===== config.mk =====
export PLATFORM = sky130hd
export DESIGN_NAME = fir_ram_arbiter
export DESIGN_NICKNAME = d
export VERILOG_FILES = /design/src/rtl/fir_ram_arbiter.sv
export SDC_FILE = /design/constraint.sdc
export NUM_CORES = 1
export LEC_CHECK = 0
export BUFFER_PORTS_ARGS = -buffer_cell sky130_fd_sc_hd__buf_2
export CORE_AREA = 3 3 144 76
export DETAILED_ROUTE_END_ITERATION = 10
export DIE_AREA = 0 0 147 79
export MAX_ROUTING_LAYER = met4
export PLACE_DENSITY_LB_ADDON = 0.15
export RECOVER_POWER = 25
export SKIP_LAST_GASP = 1
export SLEW_MARGIN = 40
export SYNTH_ARGS = -nofsm -noshare
export SYNTH_HDL_FRONTEND = slang
export SYNTH_SLANG_ARGS = --single-unit

===== constraint.sdc =====
create_clock -name axis_clk -period 1.5 [get_ports axis_clk]
set_input_delay 0 -clock axis_clk [delete_from_list [all_inputs] [get_ports axis_clk]]
set_output_delay 0 -clock axis_clk [all_outputs]
set_load 0.02 [all_outputs]

===== src/rtl/fir_ram_arbiter.sv =====
// fir_ram_arbiter
//   Shares one single-port tap/data lutram (one-cycle read latency) between
//   two requesters: the AXI-Lite configuration path and the FIR engine.
//   At most one access is granted per cycle. Round-robin tie-break, per-
//   requester lock for back-to-back bursts, and a saturating stall counter.
//
// Optional feature macro: ARB_FIXED_PRIO_EN
//   defined   -> ties always go to port 0 (last is tracked but unused)
//   undefined -> round-robin tie-break (requester other than last wins)
//
// Ports
//   axis_clk, axis_rst_n          clock, asynchronous active-low reset
//   rqN_valid/ready               request handshake, accepted on valid&ready
//   rqN_lock                      keep ownership after this transfer
//   rqN_we/addr/wdata             byte write enables (0 = read), address, data
//   rsN_valid/rdata               read response, one-cycle pulse, no backpressure
//   ram_EN/WE/A/Di, ram_Do        RAM port
//   stall_cnt                     saturating count of cycles with a stalled requester

module fir_ram_arbiter #(
    parameter int pADDR_WIDTH = 12,
    parameter int pDATA_WIDTH = 32
) (
    input  logic                   axis_clk,
    input  logic                   axis_rst_n,

    input  logic                   rq0_valid,
    output logic                   rq0_ready,
    input  logic                   rq0_lock,
    input  logic [3:0]             rq0_we,
    input  logic [pADDR_WIDTH-1:0] rq0_addr,
    input  logic [pDATA_WIDTH-1:0] rq0_wdata,

    input  logic                   rq1_valid,
    output logic                   rq1_ready,
    input  logic                   rq1_lock,
    input  logic [3:0]             rq1_we,
    input  logic [pADDR_WIDTH-1:0] rq1_addr,
    input  logic [pDATA_WIDTH-1:0] rq1_wdata,

    output logic                   rs0_valid,
    output logic [pDATA_WIDTH-1:0] rs0_rdata,
    output logic                   rs1_valid,
    output logic [pDATA_WIDTH-1:0] rs1_rdata,

    output logic                   ram_EN,
    output logic [3:0]             ram_WE,
    output logic [pADDR_WIDTH-1:0] ram_A,
    output logic [pDATA_WIDTH-1:0] ram_Di,
    input  logic [pDATA_WIDTH-1:0] ram_Do,

    output logic [15:0]            stall_cnt
);

    typedef enum logic [1:0] {
        OWN_NONE = 2'd0,
        OWN_0    = 2'd1,
        OWN_1    = 2'd2
    } owner_e;

    owner_e                   owner_q, owner_d;
    logic                     last_q, last_d;
    logic                     rs0_pend_q, rs0_pend_d;
    logic                     rs1_pend_q, rs1_pend_d;
    logic [15:0]              stall_q, stall_d;
    logic [pADDR_WIDTH-1:0]   ram_a_q, ram_a_d;
    logic [pDATA_WIDTH-1:0]   ram_di_q, ram_di_d;

    logic                     win_any;
    logic                     win_sel;   // 0 = port 0, 1 = port 1
    logic                     win_lock;
    logic [3:0]               win_we;
    logic [pADDR_WIDTH-1:0]   win_addr;
    logic [pDATA_WIDTH-1:0]   win_wdata;
    logic                     stall_hit;

    // Arbitration and next-state.
    always_comb begin
        win_sel   = 1'b0;
        win_any   = 1'b0;
        win_lock  = 1'b0;
        win_we    = '0;
        win_addr  = '0;
        win_wdata = '0;
        stall_hit = 1'b0;
        owner_d   = OWN_NONE;
        last_d    = last_q;
        stall_d   = stall_q;
        ram_a_d   = ram_a_q;
        ram_di_d  = ram_di_q;

        if (owner_q == OWN_0 && rq0_valid) begin
            win_sel = 1'b0;
        end else if (owner_q == OWN_1 && rq1_valid) begin
            win_sel = 1'b1;
        end else if (rq0_valid && rq1_valid) begin
`ifdef ARB_FIXED_PRIO_EN
            win_sel = 1'b0;
`else
            win_sel = ~last_q;
`endif
        end else begin
            win_sel = rq1_valid;
        end

        // Grants are masked while reset is held so ready/EN read as their
        // reset values even if requesters keep valid asserted.
        win_any = axis_rst_n & (rq0_valid | rq1_valid);

        if (win_sel) begin
            win_lock  = rq1_lock;
            win_we    = rq1_we;
            win_addr  = rq1_addr;
            win_wdata = rq1_wdata;
        end else begin
            win_lock  = rq0_lock;
            win_we    = rq0_we;
            win_addr  = rq0_addr;
            win_wdata = rq0_wdata;
        end

        // Any valid requester always produces a grant, so "no grant" implies
        // the owner (if any) dropped valid and ownership is released.
        if (win_any) begin
            last_d   = win_sel;
            ram_a_d  = win_addr;
            ram_di_d = win_wdata;
            if (win_lock)
                owner_d = win_sel ? OWN_1 : OWN_0;
        end

        stall_hit = (rq0_valid & ~rq0_ready) | (rq1_valid & ~rq1_ready);
        if (stall_hit && stall_q != 16'hFFFF)
            stall_d = stall_q + 16'd1;
    end

    always_comb begin
        rq0_ready  = win_any & ~win_sel;
        rq1_ready  = win_any &  win_sel;
        ram_EN     = win_any;
        ram_WE     = win_any ? win_we    : 4'b0000;
        ram_A      = win_any ? win_addr  : ram_a_q;
        ram_Di     = win_any ? win_wdata : ram_di_q;
        rs0_pend_d = rq0_ready & (rq0_we == 4'b0000);
        rs1_pend_d = rq1_ready & (rq1_we == 4'b0000);
        rs0_valid  = rs0_pend_q;
        rs1_valid  = rs1_pend_q;
        rs0_rdata  = rs0_pend_q ? ram_Do : '0;
        rs1_rdata  = rs1_pend_q ? ram_Do : '0;
        stall_cnt  = stall_q;
    end

    always_ff @(posedge axis_clk or negedge axis_rst_n) begin
        if (!axis_rst_n) begin
            owner_q    <= OWN_NONE;
            last_q     <= 1'b1;
            rs0_pend_q <= 1'b0;
            rs1_pend_q <= 1'b0;
            stall_q    <= '0;
            ram_a_q    <= '0;
            ram_di_q   <= '0;
        end else begin
            owner_q    <= owner_d;
            last_q     <= last_d;
            rs0_pend_q <= rs0_pend_d;
            rs1_pend_q <= rs1_pend_d;
            stall_q    <= stall_d;
            ram_a_q    <= ram_a_d;
            ram_di_q   <= ram_di_d;
        end
    end

endmodule


==> key figures <==
Clocking
  – CTS tree: built
  – Clk root buf: clkbuf_16
  – Num Clock Sinks: 65
  – Largest buffer count on any clock path: 2
  – CTS Buf Count: 9
  – Reg clk slew, reported paths: 0.05 ns
  – Clk_lat worst skew: 0.32 ns
  – H-Tree Depth: 3

Yosys
  – Largest cells by area after synthesis: dfrtp_1 (47%), and2_1 (21%), a221o_1 (13%)
  – Sequential area share after synthesis: 48.04%
  – Mapped cell area: 3388 um^2
  – Post-synth cell types: 35
  – Syn nets: 452
  – Cell count after synthesis: 317
  – Share of Yosys cell area claimed by the top area cell type: 47.27%
  – Yosys Warn Count: 0
  – Cell taking the most area after synthesis: dfrtp_1
  – #FFs+latches synth: 65
  – Syn avg cell area: 10.69 um^2

Critical path
  – CP Capture Type: output pin
  – Reg2reg start: last_q$_DFFE_PN1N_
  – R2R setup slack: -0.28 ns
  – CP Max Fanout: 32
  – WP data required: 1.50 ns
  – WP data arrival: 1.94 ns
  – Critical Path, Cell by Cell: nor2_2, o21ai_2, buf_4, a21oi_4, buf_12, a221o_1, buf_2
  – Crit path launch type: register
  – Crit path largest cell delay: 0.54 ns
  – R2r worst-path depth: 8
  – Reg2reg end: ram_a_q[4]$_DFF_PN0_
  – WS Path Type: reg2out
  – Crit-path slowest cell: dfstp_2

Cells and area
  – Layout area overhead: 93.76%
  – Cell area after layout: 6565 um^2
  – Nets: 846
  – Layout cell share with drive strength beyond 1: 48.04%
  – FILL cells: 789
  – Layout Utilization: 68.59%
  – Most common cell after layout, fill and taps aside: buf_2
  – Non-Filler Instances: 853
  – Most frequent cells in the layout: buf_2 (252), and2_1 (111), dlygate4sd3_1 (91), dfrtp_1 (61), a221o_1 (44)

GRT
  – Tot GR Track Use: 24.20%
  – Vias in the first global route: 4257
  – Largest net degree at the start of global routing: 44
  – Global-route wire length before repair: 21.77 mm
  – GRT overflow: 0
  – Initial antenna violation count: 1

Timing
  – Clock Skews: 0.008771 ns
  – Peak Freq: 514.6 MHz
  – Hold Vio Cnt, Final: 0
  – Slew margin rel.: 51.82%
  – Crit share post-route: 129.6%
  – Slew Viols, Final: 0
  – RSZ-0062 raised after global routing: true
  – Final setup margin: -0.4433 ns
  – Post-layout min period: 1.943 ns
  – Worst Hold Margin: 0.07662 ns
  – Slew @ Worst Pin: 0.7227 ns
  – Setup violators final: 94

Drt
  – DRT iter0 DRCs: 198
  – Routed Antenna Nets: 0
  – Drt wl/cell: 16.49 um
  – Via count: 4085
  – Vias/cell: 4.789
  – Residual DRC count: 0
  – Pre-Repair DR Iteration Count: 4
  – Final WL: 14.07 mm

Worst hold path
  – Hold depth: 3
  – Hold path endpoint: ram_di_q[30]$_DFF_PN0_
  – Hold Path Origin: rq0_wdata[30]
  – Worst hold path type: in2reg

Job
  – Max-cap violations: 0

Floorplan
  – Starting density of the core: 35.40%
  – Die Span Y: 79 um
  – Io pins: 267
  – CORE AREA: 9572 um^2
  – Row count: 25
  – Die width: 147 um
  – Total die area: 11610 um^2

Power
  – Maximum vdd drop: 1.149 mV
  – PwrDens: 1028 nW/um^2
  – Lkg Pwr: 0.003487 uW

Placement
  – Dpl ws: -0.1186 ns
  – Final HPWL DP: 9.280 mm
  – Gpl congestion: 0.7732
  – Placed cells: 726
  – I/O Buffers: 266
  – Area after DPL: 5111 um^2

Status
  – Status: finished with violations
  – Failing checks: negative setup slack
==> logic make-up after synthesis <==
logic type	count (synthesis)	synth area share, %
compound gates	58	15.84
xor+xnor	12	3.102
fa+ha+maj	1	0.3692
buf+inv	24	3.028
flops	65	48.04
mux	3	1.108
simple gates	154	28.51
==> metrics by stage <==
step	total power (uW)	setup TNS, ns
floorplan	3436	-4.185
detailed placement	4367	-7.263
global placement	4345	-3.459
CTS	6725	-24.34
finish	6747	-22.40
global route	7104	-30.08
==> how the worst max path moves through the flow <==
stage,from,endpoint,slack (ns),cells after the start
detailed placement,last_q$_DFFE_PN1N_,ram_Di[20],-0.12,7
CTS,last_q$_DFFE_PN1N_,ram_Di[20],-0.47,7
finish,last_q$_DFFE_PN1N_,ram_Di[22],-0.44,7
global placement,last_q$_DFFE_PN1N_,ram_Di[12],-0.07,7
global route,last_q$_DFFE_PN1N_,ram_Di[22],-0.53,7
floorplan,stall_cnt[1]$_DFFE_PN0P_,stall_cnt[1]$_DFFE_PN0P_,-0.17,5
==> flip-flops by register name (all words and copies together), names as in the netlist <==
| name | cells |
|---|---|
| ram_di_q | 32 |
| stall_cnt | 16 |
| ram_a_q | 12 |
| owner_q | 2 |
| last_q | 1 |
| rs0_valid | 1 |
| rs1_valid | 1 |
==> critical path: cells and delay by family, from the launching register on <==
kind / cells / cell delay, ns
DFF: 1 / 0.54
AOI/OAI and AO/OA: 3 / 0.54
buffers and inverters: 3 / 0.50
and+or+nand+nor: 1 / 0.05
==> Yosys cell counts, drive strengths merged <==
cell,n
and2,112
dfrtp,64
a221o,44
clkbuf,12
buf,10
nand4,9
nand2,7
xnor2,6
xor2,6
a22o,4
nand3,4
nor2,4
nor3,4
nor4,4
a21oi,3
mux2,3
o21ai,3
a21o,2
and3,2
and4,2
inv,2
nand4b,2
a31oi,1
dfstp,1
ha,1
nand2b,1
nor2b,1
o211a,1
or2,1
or3,1
==> layout make-up <==
cell class / instances / area, um^2 / area share [%]
repair buffers: 405 / 2743 / 41.78
multi-input cells: 228 / 1728 / 26.32
flip-flops and latches: 65 / 1632 / 24.85
clock buffers: 12 / 236.5 / 3.602
well taps: 135 / 168.9 / 2.573
clock inverters: 4 / 45.04 / 0.6861
inverters: 2 / 7.507 / 0.1144
diodes: 2 / 5.005 / 0.07623
==> report_power, final <==
part | leakage, uW | switching, uW | internal, uW
combinational | 0.00254 | 1280 | 1220
clock | 0.000140 | 730 | 1280
sequential | 0.000808 | 166 | 2080
total | 0.00349 | 2170 | 4570
==> layer usage <==
metal,global-route usage (%),vias up,share of wire [%]
met3,5.302,33,4.9
met4,8.364,0,2.4
li1,-,1940,-
met5,-,-,0
met1,26.90,1958,40
met2,43.78,154,53
==> timing repair <==
action,4_1_cts,5_1_grt
cloned,1,0
endpoints found under the setup margin,97,110
pin swaps,4,12
endpoints found under the hold margin,111,0
buffers inserted,6,12
hold buffers,91,0
gates resized for setup,26,12
Power figures use the tool's default switching activity.
